## src/rtl/uart_com_pkg.sv

```systemverilog
// rtl/uart_com_pkg.sv - shared state encodings, line level and divider helper for uart_com
package uart_com_pkg;

  typedef enum logic [1:0] {
    TX_IDLE  = 2'd0,
    TX_START = 2'd1,
    TX_DATA  = 2'd2,
    TX_STOP  = 2'd3
  } tx_state_e;

  typedef enum logic [1:0] {
    RX_IDLE  = 2'd0,
    RX_START = 2'd1,
    RX_DATA  = 2'd2,
    RX_STOP  = 2'd3
  } rx_state_e;

  localparam logic LINE_IDLE = 1'b1;

  // Clocks per bit, rounded to nearest.
  function automatic int calc_div(input int clk_freq, input int baud);
    return (clk_freq + baud / 2) / baud;
  endfunction

endpackage

```

## src/rtl/uart_rx_sampler.sv

```systemverilog
// rtl/uart_rx_sampler.sv - rxd synchroniser plus bit-period counter producing the mid-bit sample strobe
module uart_rx_sampler #(
  parameter int DIV = 434
) (
  input  logic clk,
  input  logic rst,
  input  logic rxd,
  input  logic arm,
  input  logic active,
  output logic rxs,
  output logic sample_stb
);

  localparam int CW = $clog2(DIV);
  localparam logic [CW-1:0] HALF_M1 = CW'(DIV / 2 - 1);
  localparam logic [CW-1:0] FULL_M1 = CW'(DIV - 1);

  logic [1:0]    sync_q, sync_d;
  logic [CW-1:0] cnt_q, cnt_d;

  assign rxs        = sync_q[1];
  assign sample_stb = active && (cnt_q == '0);

  always_comb begin
    sync_d = {sync_q[0], rxd};
    cnt_d  = cnt_q;
    // Arming lands the first strobe mid start-bit; later strobes follow one bit apart.
    if (arm) begin
      cnt_d = HALF_M1;
    end else if (active) begin
      if (cnt_q == '0) cnt_d = FULL_M1;
      else             cnt_d = cnt_q - CW'(1);
    end
  end

  always_ff @(posedge clk or posedge rst) begin
    if (rst) begin
      sync_q <= 2'b11;
      cnt_q  <= '0;
    end else begin
      sync_q <= sync_d;
      cnt_q  <= cnt_d;
    end
  end

endmodule

```

## src/rtl/uart_com.sv

```systemverilog
// rtl/uart_com.sv - full-duplex UART engine behind the memory controller COM registers
module uart_com
  import uart_com_pkg::*;
#(
  parameter int CLK_FREQ = 50000000,
  parameter int BAUD     = 115200
) (
  input  logic       clk50M,
  input  logic       rst,
  input  logic [7:0] com_data_out,
  input  logic       enable_com_write,
  input  logic       int_com_ack,
  output logic [7:0] com_data_in,
  output logic       com_read_ready,
  output logic       com_write_ready,
  output logic       rx_overrun,
  output logic       rx_frame_err,
  input  logic       rxd,
  output logic       txd
);

  localparam int DIV = calc_div(CLK_FREQ, BAUD);
  localparam int CW  = $clog2(DIV);
  localparam logic [CW-1:0] FULL_M1 = CW'(DIV - 1);

  tx_state_e     tx_state_q, tx_state_d;
  logic [CW-1:0] tx_cnt_q, tx_cnt_d;
  logic [2:0]    tx_bit_q, tx_bit_d;
  logic [7:0]    tx_data_q, tx_data_d;
  logic          txd_q, txd_d;
  logic          wr_rdy_q, wr_rdy_d;
  logic          tx_last;

  assign txd             = txd_q;
  assign com_write_ready = wr_rdy_q;
  assign tx_last         = (tx_cnt_q == FULL_M1);

  always_comb begin
    tx_state_d = tx_state_q;
    tx_cnt_d   = tx_cnt_q;
    tx_bit_d   = tx_bit_q;
    tx_data_d  = tx_data_q;
    txd_d      = txd_q;
    wr_rdy_d   = wr_rdy_q;
    case (tx_state_q)
      TX_IDLE: begin
        if (enable_com_write) begin
          tx_data_d  = com_data_out;
          tx_state_d = TX_START;
          tx_cnt_d   = '0;
          txd_d      = 1'b0;
          wr_rdy_d   = 1'b0;
        end
      end
      TX_START: begin
        if (tx_last) begin
          tx_state_d = TX_DATA;
          tx_cnt_d   = '0;
          tx_bit_d   = 3'd0;
          txd_d      = tx_data_q[0];
        end else begin
          tx_cnt_d = tx_cnt_q + CW'(1);
        end
      end
      TX_DATA: begin
        if (tx_last) begin
          tx_cnt_d = '0;
          tx_bit_d = tx_bit_q + 3'd1;
          // Bit index wrapping back to 0 marks the end of the data bits.
          if (tx_bit_q == 3'd7) begin
            tx_state_d = TX_STOP;
            txd_d      = LINE_IDLE;
          end else begin
            txd_d = tx_data_q[tx_bit_d];
          end
        end else begin
          tx_cnt_d = tx_cnt_q + CW'(1);
        end
      end
      TX_STOP: begin
        if (tx_last) begin
          tx_state_d = TX_IDLE;
          tx_cnt_d   = '0;
          wr_rdy_d   = 1'b1;
        end else begin
          tx_cnt_d = tx_cnt_q + CW'(1);
        end
      end
      default: tx_state_d = TX_IDLE;
    endcase
  end

  always_ff @(posedge clk50M or posedge rst) begin
    if (rst) begin
      tx_state_q <= TX_IDLE;
      tx_cnt_q   <= '0;
      tx_bit_q   <= 3'd0;
      tx_data_q  <= 8'h00;
      txd_q      <= LINE_IDLE;
      wr_rdy_q   <= 1'b1;
    end else begin
      tx_state_q <= tx_state_d;
      tx_cnt_q   <= tx_cnt_d;
      tx_bit_q   <= tx_bit_d;
      tx_data_q  <= tx_data_d;
      txd_q      <= txd_d;
      wr_rdy_q   <= wr_rdy_d;
    end
  end

  rx_state_e  rx_state_q, rx_state_d;
  logic [2:0] rx_bit_q, rx_bit_d;
  logic [7:0] rx_shift_q, rx_shift_d;
  logic [7:0] rx_data_q, rx_data_d;
  logic       rd_rdy_q, rd_rdy_d;
  logic       ovr_q, ovr_d;
  logic       fe_q, fe_d;
  logic       brk_q, brk_d;
  logic       rx_arm, rx_active, rxs, rx_stb, byte_done;

  assign rx_active      = (rx_state_q != RX_IDLE) && !brk_q;
  assign com_data_in    = rx_data_q;
  assign com_read_ready = rd_rdy_q;
  assign rx_overrun     = ovr_q;
  assign rx_frame_err   = fe_q;

  uart_rx_sampler #(
    .DIV(DIV)
  ) u_sampler (
    .clk        (clk50M),
    .rst        (rst),
    .rxd        (rxd),
    .arm        (rx_arm),
    .active     (rx_active),
    .rxs        (rxs),
    .sample_stb (rx_stb)
  );

  always_comb begin
    rx_state_d = rx_state_q;
    rx_bit_d   = rx_bit_q;
    rx_shift_d = rx_shift_q;
    rx_data_d  = rx_data_q;
    rd_rdy_d   = rd_rdy_q;
    ovr_d      = ovr_q;
    fe_d       = 1'b0;
    brk_d      = brk_q;
    rx_arm     = 1'b0;
    byte_done  = 1'b0;
    case (rx_state_q)
      RX_IDLE: begin
        if (!rxs) begin
          rx_arm     = 1'b1;
          rx_state_d = RX_START;
        end
      end
      RX_START: begin
        if (rx_stb) begin
          if (rxs) begin
            rx_state_d = RX_IDLE;
          end else begin
            rx_state_d = RX_DATA;
            rx_bit_d   = 3'd0;
          end
        end
      end
      RX_DATA: begin
        if (rx_stb) begin
          rx_shift_d = {rxs, rx_shift_q[7:1]};
          rx_bit_d   = rx_bit_q + 3'd1;
          if (rx_bit_q == 3'd7) rx_state_d = RX_STOP;
        end
      end
      RX_STOP: begin
        // A zero stop bit is a break: hold here until the line returns high.
        if (brk_q) begin
          if (rxs) begin
            brk_d      = 1'b0;
            rx_state_d = RX_IDLE;
          end
        end else if (rx_stb) begin
          if (rxs) begin
            byte_done  = 1'b1;
            rx_state_d = RX_IDLE;
          end else begin
            fe_d  = 1'b1;
            brk_d = 1'b1;
          end
        end
      end
      default: rx_state_d = RX_IDLE;
    endcase

    if (int_com_ack && rd_rdy_q) begin
      rd_rdy_d = 1'b0;
      ovr_d    = 1'b0;
    end
    // A new byte beats a same-cycle ack; it only counts as overrun when unacked.
    if (byte_done) begin
      rx_data_d = rx_shift_q;
      rd_rdy_d  = 1'b1;
      if (rd_rdy_q && !int_com_ack) ovr_d = 1'b1;
    end
  end

  always_ff @(posedge clk50M or posedge rst) begin
    if (rst) begin
      rx_state_q <= RX_IDLE;
      rx_bit_q   <= 3'd0;
      rx_shift_q <= 8'h00;
      rx_data_q  <= 8'h00;
      rd_rdy_q   <= 1'b0;
      ovr_q      <= 1'b0;
      fe_q       <= 1'b0;
      brk_q      <= 1'b0;
    end else begin
      rx_state_q <= rx_state_d;
      rx_bit_q   <= rx_bit_d;
      rx_shift_q <= rx_shift_d;
      rx_data_q  <= rx_data_d;
      rd_rdy_q   <= rd_rdy_d;
      ovr_q      <= ovr_d;
      fe_q       <= fe_d;
      brk_q      <= brk_d;
    end
  end

endmodule

```

## config.mk

```make
export PLATFORM = sky130hd
export DESIGN_NAME = uart_com
export DESIGN_NICKNAME = d
export VERILOG_FILES = /design/src/rtl/uart_com_pkg.sv /design/src/rtl/uart_rx_sampler.sv /design/src/rtl/uart_com.sv
export SDC_FILE = /design/constraint.sdc
export NUM_CORES = 1
export LEC_CHECK = 0
export CORE_ASPECT_RATIO = 1.4
export CORE_UTILIZATION = 61
export DETAILED_ROUTE_END_ITERATION = 6
export PLACE_DENSITY = 0.84
export RECOVER_POWER = 100
export SLEW_MARGIN = 10
export SYNTH_ARGS = -nofsm -noshare
export SYNTH_HDL_FRONTEND = slang
export SYNTH_SLANG_ARGS = --single-unit
```

## constraint.sdc

```tcl
create_clock -name clk50M -period 5.7 [get_ports clk50M]
set_clock_uncertainty 0.2 [all_clocks]
set_input_delay 0.855 -clock clk50M [delete_from_list [all_inputs] [get_ports clk50M]]
set_output_delay 0.855 -clock clk50M [all_outputs]
set_load 0.05 [all_outputs]
```

==> results.ini, run 1 <==
[cells_and_area]
n_fill_cell=327
syn_to_final_growth_pct=16.6
nets=320
drive_gt1_frac=0.157
finalInstanceArea_um2=3410
antenna_cells=0
finalNonFillerCells=362
fin_util=0.746

[setup_path]
worstPathArrival_ns=3.16
path_cells=or3_1 -> nor4_1 -> mux2_2
cp_slowest_cell=nor4_1
crit_type=register to register
slowest_delay_ns=1.50
cp_max_fo=10
r2r-end=com_data_in[7]
crit_path_end_kind=register
r2r_cells=3
required_ns=5.71
r2r_start=u_sampler.cnt_q[3]
reg2reg_slack_ns=2.55
cp-start-kind=register

[yosys]
async_flop_share=1.00
syn_nets=291
avgSynthCellArea_um2=11.0
yosys_warnings=0
ys_top_cells_by_count=dfrtp_1 (56), mux2_2 (24), nand2_1 (19), o21ai_0 (14), a21oi_1 (13)
yosysSeqAreaShare=0.515
postSynthRegisterBits=60
synth_cell_types=42
synthFlopType=dfrtp_1
synth_edf_count=0
synth_area_leaders=dfrtp_1 (48%), mux2_2 (9.2%), ha_1 (5.1%), dfstp_2 (3.6%), mux2i_1 (3.1%)
synth_top_area_share=0.479
postSynthCellCount=266
synth_top_area_cell=dfrtp_1
synthesis.area_um2=2920
synth_most_common_cell=dfrtp_1

[routing]
wire_per_inst_um=15.1
firstDrtPassIters=4
drt_wl_total_mm=5.46
antenna_left=0
via_count=2125
drt-vias-per-instance=5.87
drtIter0Drc=83
drc_errors=0

[timing]
worst_pin_slew_ns=1.84
hold_violations=0
final_max_slew_viol_count=11
post-route-min-period_ns=3.15
slew_headroom=-0.237
setup_tns_ns=0
fmax_ghz=0.318
rsz0062_at_grt=no
worst_hold_slack_ns=0.159
final-setup-viol-count=0
fin_crit_sh=0.552

[power]
vdd_ir_drop_max_uv=206
cellPowerDensity_nw_per_um2=243
p_leak_nw=1.59

[clocking]
clock_sink_count=60
cts_root_buf=clkbuf_8
hold_buffers=0
clk_pin_slew_ns=0.06
cts_buffers=9
htreeDepth=3
cts.path.max_buffers=2
cts_tree=built
cts_resized=0
clock_latency_ns=0.33
cts_setup_buffers=0

[run_status]
status=complete, but fails checks
violations=capacitance limit, slew limit

[placed_design]
gp_congestion=0.831
numPlacedInstances=346
portBuffers=25
dpl_cell_area_um2=3230
dpl.hpwl_mm=3.76

[global_routing]
grt_overflow=0
grt_max_degree=61
grt_first_pass_wirelength_mm=9.30
grtUsageTotal=0.251
antenna_found_initial=0
grt_pass1_vias=2082

[die]
initial_core_util=0.640
die_h_um=83.9
io_pins=26
die_width_um=60.5
rows=29
die-area_um2=5080
core-area_um2=4570

[job]
cap_violations=1

[min_path]
hold_end=u_sampler.sync_q[1]
hp-start=u_sampler.sync_q[0]
hold_path.class=register to register
whs_path_depth=0

[stage by stage]
step	power, mW	setup slack, ns
after global placement	0.454	3.20
after global routing	0.858	2.22
final	0.829	2.55
after CTS	0.838	2.97
after detailed placement	0.454	3.14
after floorplan	0.443	3.17
[cell usage in the layout (no fill, tap or decap), drive strengths merged, types with 2 or more instances in the layout]
cell type	instances
dfstp	4
nand4	6
mux2	24
nor2	13
dlygate4sd3	16
or3	8
a21oi	13
nor2b	5
xnor2	5
o22ai	3
o41ai	2
nor3	10
mux2i	9
a31oi	3
dfrtp	56
nor4	5
inv	10
o21ai	14
ha	12
nand2	19
clkdlybuf4s50	9
nand2b	6
clkbuf	12
nand4b	2
xor2	4
nand3	10
clkinv	3
o31ai	2
[worst max-delay path: cells and delay by family, from the launching register on]
family	cells	cell delay, ns
DFF	1	0.45
muxes	1	0.45
and+or+nand+nor	2	1.93
[where the power goes]
group          switching (mW)  leakage, nW  total [mW]  internal (mW)
registers             0.00115        0.776       0.428          0.427
logic                 0.00937        0.713      0.0168        0.00747
clock network           0.160        0.102       0.384          0.224
[sequential cells by signal, summed over array words and instances (netlist names), 2 cells and up, named ones only]
| name | cells |
|---|---|
| tx_data_q | 8 |
| com_data_in | 8 |
| u_sampler.cnt_q | 9 |
| tx_bit_q | 3 |
| tx_cnt_q | 9 |
| u_sampler.sync_q | 2 |
| rx_bit_q | 3 |
| tx_state_q | 2 |
| rx_shift_q | 8 |
[per-layer routing]
metal  track usage  vias to the layer above  part of all wire
li1              -                     1018                 -
met1         0.295                     1048              0.44
met2         0.402                       48              0.51
met3        0.0884                       11             0.034
met4         0.114                        0             0.021
met5             0                        -                 0
[logic make-up (layout without fill, tap and decap cells)]
| group | Yosys count | count (layout) | synth area share |
|---|---|---|---|
| AND/OR/NAND/NOR | 89 | 89 | 0.168 |
| XOR/XNOR | 9 | 9 | 0.0270 |
| multiplexers | 33 | 33 | 0.123 |
| AO/OA/AOI/OAI | 44 | 44 | 0.0907 |
| buffers and inverters | 19 | 53 | 0.0244 |
| flip-flops | 60 | 60 | 0.515 |
| adder cells (fa/ha/maj) | 12 | 12 | 0.0513 |
[layout make-up]
type	count	area, um^2	share of cell area
Inverter	11	41.3	0.0121
Multi-Input combinational cell	187	1320	0.388
Tap cell	62	77.6	0.0228
Timing Repair Buffer	26	258	0.0756
Clock buffer	12	155	0.0455
Sequential cell	60	1510	0.442
Clock inverter	4	47.5	0.0139
[worst max path at each step]
| stage | start | endpoint | slack, ns | cells past startpoint |
|---|---|---|---|---|
| after floorplan | rst | asynchronous set/reset pin | 3.17 | 1 |
| final | u_sampler.cnt_q[3] | com_data_in[7] | 2.55 | 3 |
| after global routing | u_sampler.cnt_q[3] | com_data_in[4] | 2.22 | 3 |
| after global placement | enable_com_write | tx_cnt_q[7] | 3.20 | 5 |
| after detailed placement | enable_com_write | tx_cnt_q[7] | 3.14 | 5 |
| after CTS | txd | txd | 2.97 | 1 |
Note: power is estimated with default switching activity, not from simulation.
==> run 2, diff against run 1 <==
CORE_UTILIZATION = 57   (was 61)
PLACE_DENSITY = 0.79   (was 0.84)
clock period = 3.25 ns   (was 5.7 ns; I/O delays follow)
==> results.ini, run 2 (synthesis results as in run 1) <==
[run_status]
status=complete, no violations

[die]
io_pins=26  ; unchanged
initial_core_util=0.599  ; -0.0403
die_width_um=62.5  ; +3.3%
core-area_um2=4880  ; +6.7%
die-area_um2=5420  ; +6.8%
rows=30  ; +3.4%
die_h_um=86.7  ; +3.4%

[clocking]
cts_setup_buffers=0  ; unchanged
cts_resized=0  ; unchanged
clock_latency_ns=0.35  ; +0.02 ns
clk_pin_slew_ns=0.06  ; about the same
cts_root_buf=clkbuf_8
clock_sink_count=60  ; unchanged
cts.path.max_buffers=2  ; unchanged
htreeDepth=3  ; unchanged
hold_buffers=0  ; unchanged
cts_tree=built
cts_buffers=9  ; unchanged

[cells_and_area]
antenna_cells=0  ; unchanged
layout_commonest_cell=dfrtp_1
fin_util=0.705  ; -0.0409
syn_to_final_growth_pct=17.6
nets=321  ; +0.31%
finalNonFillerCells=364  ; +0.55%
finalInstanceArea_um2=3440  ; +0.88%
mostFrequentLayoutCells=dfrtp_1 (56), mux2_2 (24), nand2_1 (19), dlygate4sd3_1 (15), o21ai_0 (14)
drive_gt1_frac=0.160  ; +0.00333
reg_top3=tx_cnt_q x9, u_sampler.cnt_q x9

[setup_path]
crit_type=register to register
cp_max_fo=10  ; unchanged
crit_family=simple AND/OR/NAND/NOR gates
reg2reg_slack_ns=0.71  ; -1.85 ns
worstPathArrival_ns=2.57  ; -0.59 ns
r2r-end=com_data_in[7]
cp-start-kind=register
r2r_start=u_sampler.cnt_q[6]
path_buf_inv=0  ; unchanged
cp_slowest_cell=nor4_2
required_ns=3.27  ; -2.44 ns
slowest_delay_ns=0.92  ; -0.58 ns
r2r_cells=3  ; unchanged
crit_path_end_kind=register
path_cells=or3_1 -> nor4_2 -> mux2_2

[routing]
drc_errors=0  ; unchanged
via_count=2068  ; -2.7%
wire_per_inst_um=15.2  ; +0.96%
firstDrtPassIters=4  ; unchanged
drt-vias-per-instance=5.68  ; -3.2%
drt_wl_total_mm=5.55  ; +1.5%
antenna_left=0  ; unchanged
drtIter0Drc=144  ; +73%

[power]
cellPowerDensity_nw_per_um2=441  ; +81%
finalPower_mw=1.52  ; +83%
p_leak_nw=1.60  ; +0.84%
vdd_ir_drop_max_uv=329  ; +60%

[placed_design]
portBuffers=25  ; unchanged
gp_congestion=0.795  ; -4.3%
numPlacedInstances=349  ; +0.87%
dpl.hpwl_mm=3.93  ; +4.6%
dpl_cell_area_um2=3240  ; +0.31%
dpl_worst_slack_ns=0.946  ; -2.19 ns

[timing]
fmax_ghz=0.393  ; +24%
hold_violations=0  ; unchanged
worst_hold_slack_ns=0.158  ; -0.000832 ns
post-route-min-period_ns=2.54  ; -0.601 ns
final_max_slew_viol_count=0  ; -11
fin_crit_sh=0.783  ; +0.231
fin_ws_ns=0.705  ; -1.85 ns
final-setup-viol-count=0  ; unchanged
worst_pin_slew_ns=1.22  ; -0.621 ns
rsz0062_at_grt=no
setup_tns_ns=0  ; unchanged
slew_headroom=0.188  ; +0.424

[global_routing]
grtUsageTotal=0.229  ; -0.0225
top_usage_layer=met2
grt_use_met2=0.406  ; +0.00453
antenna_found_initial=0  ; unchanged
grt.met1_usage=0.253  ; -0.0423
grt_max_degree=34  ; -44%
grt_overflow=0  ; unchanged
grt_first_pass_wirelength_mm=9.43  ; +1.4%
use_met3=0.0737  ; -0.0147
grt_pass1_vias=2068  ; -0.67%

[min_path]
hold_path.class=register to register
hp-start=u_sampler.sync_q[0]
whs_path_depth=0  ; unchanged
hold_end=u_sampler.sync_q[1]

[job]
cap_violations=0  ; -1

## run 2: final cells by class
type                    instances  area, um^2
clock buffers                  11         141
clock inverters                 4        73.8
fillers                       383        1440
inverters                      11        41.3
multi-input cells             187        1340
flip-flops and latches         60        1510
well taps                      64        80.1
repair buffers                 27         262
## run 2: power breakdown
group / internal (mW) / leakage (nW) / switching, mW
Clock: 0.448 / 0.109 / 0.286
Sequential: 0.749 / 0.776 / 0.00207
Combinational: 0.0137 / 0.719 / 0.0171
## run 2: how the worst max path moves through the flow
| stage | cells past startpoint | to | slack (ns) | startpoint |
|---|---|---|---|---|
| after CTS | 1 | com_write_ready | 0.88 | com_write_ready |
| final | 3 | com_data_in[7] | 0.71 | u_sampler.cnt_q[6] |
| after global placement | 6 | rx_shift_q[7] | 1.02 | u_sampler.cnt_q[0] |
| after detailed placement | 6 | rx_shift_q[2] | 0.95 | u_sampler.cnt_q[0] |
| after global routing | 3 | tx_bit_q[0] | 0.60 | rst |
| after floorplan | 1 | asynchronous set/reset pin | 1.08 | rst |
## run 2: worst register-to-register path, cell delays in order, from the launching register on
cell,delay (ns)
dfrtp_1,0.42
or3_1,0.46
nor4_2,0.92
mux2_2,0.43
## run 2: layer usage
metal  vias up  routed length, um
li1       1010                  -
met1      1021               2330
met2        26               2940
met3        11                162
met4         0                112
met5         -                  0
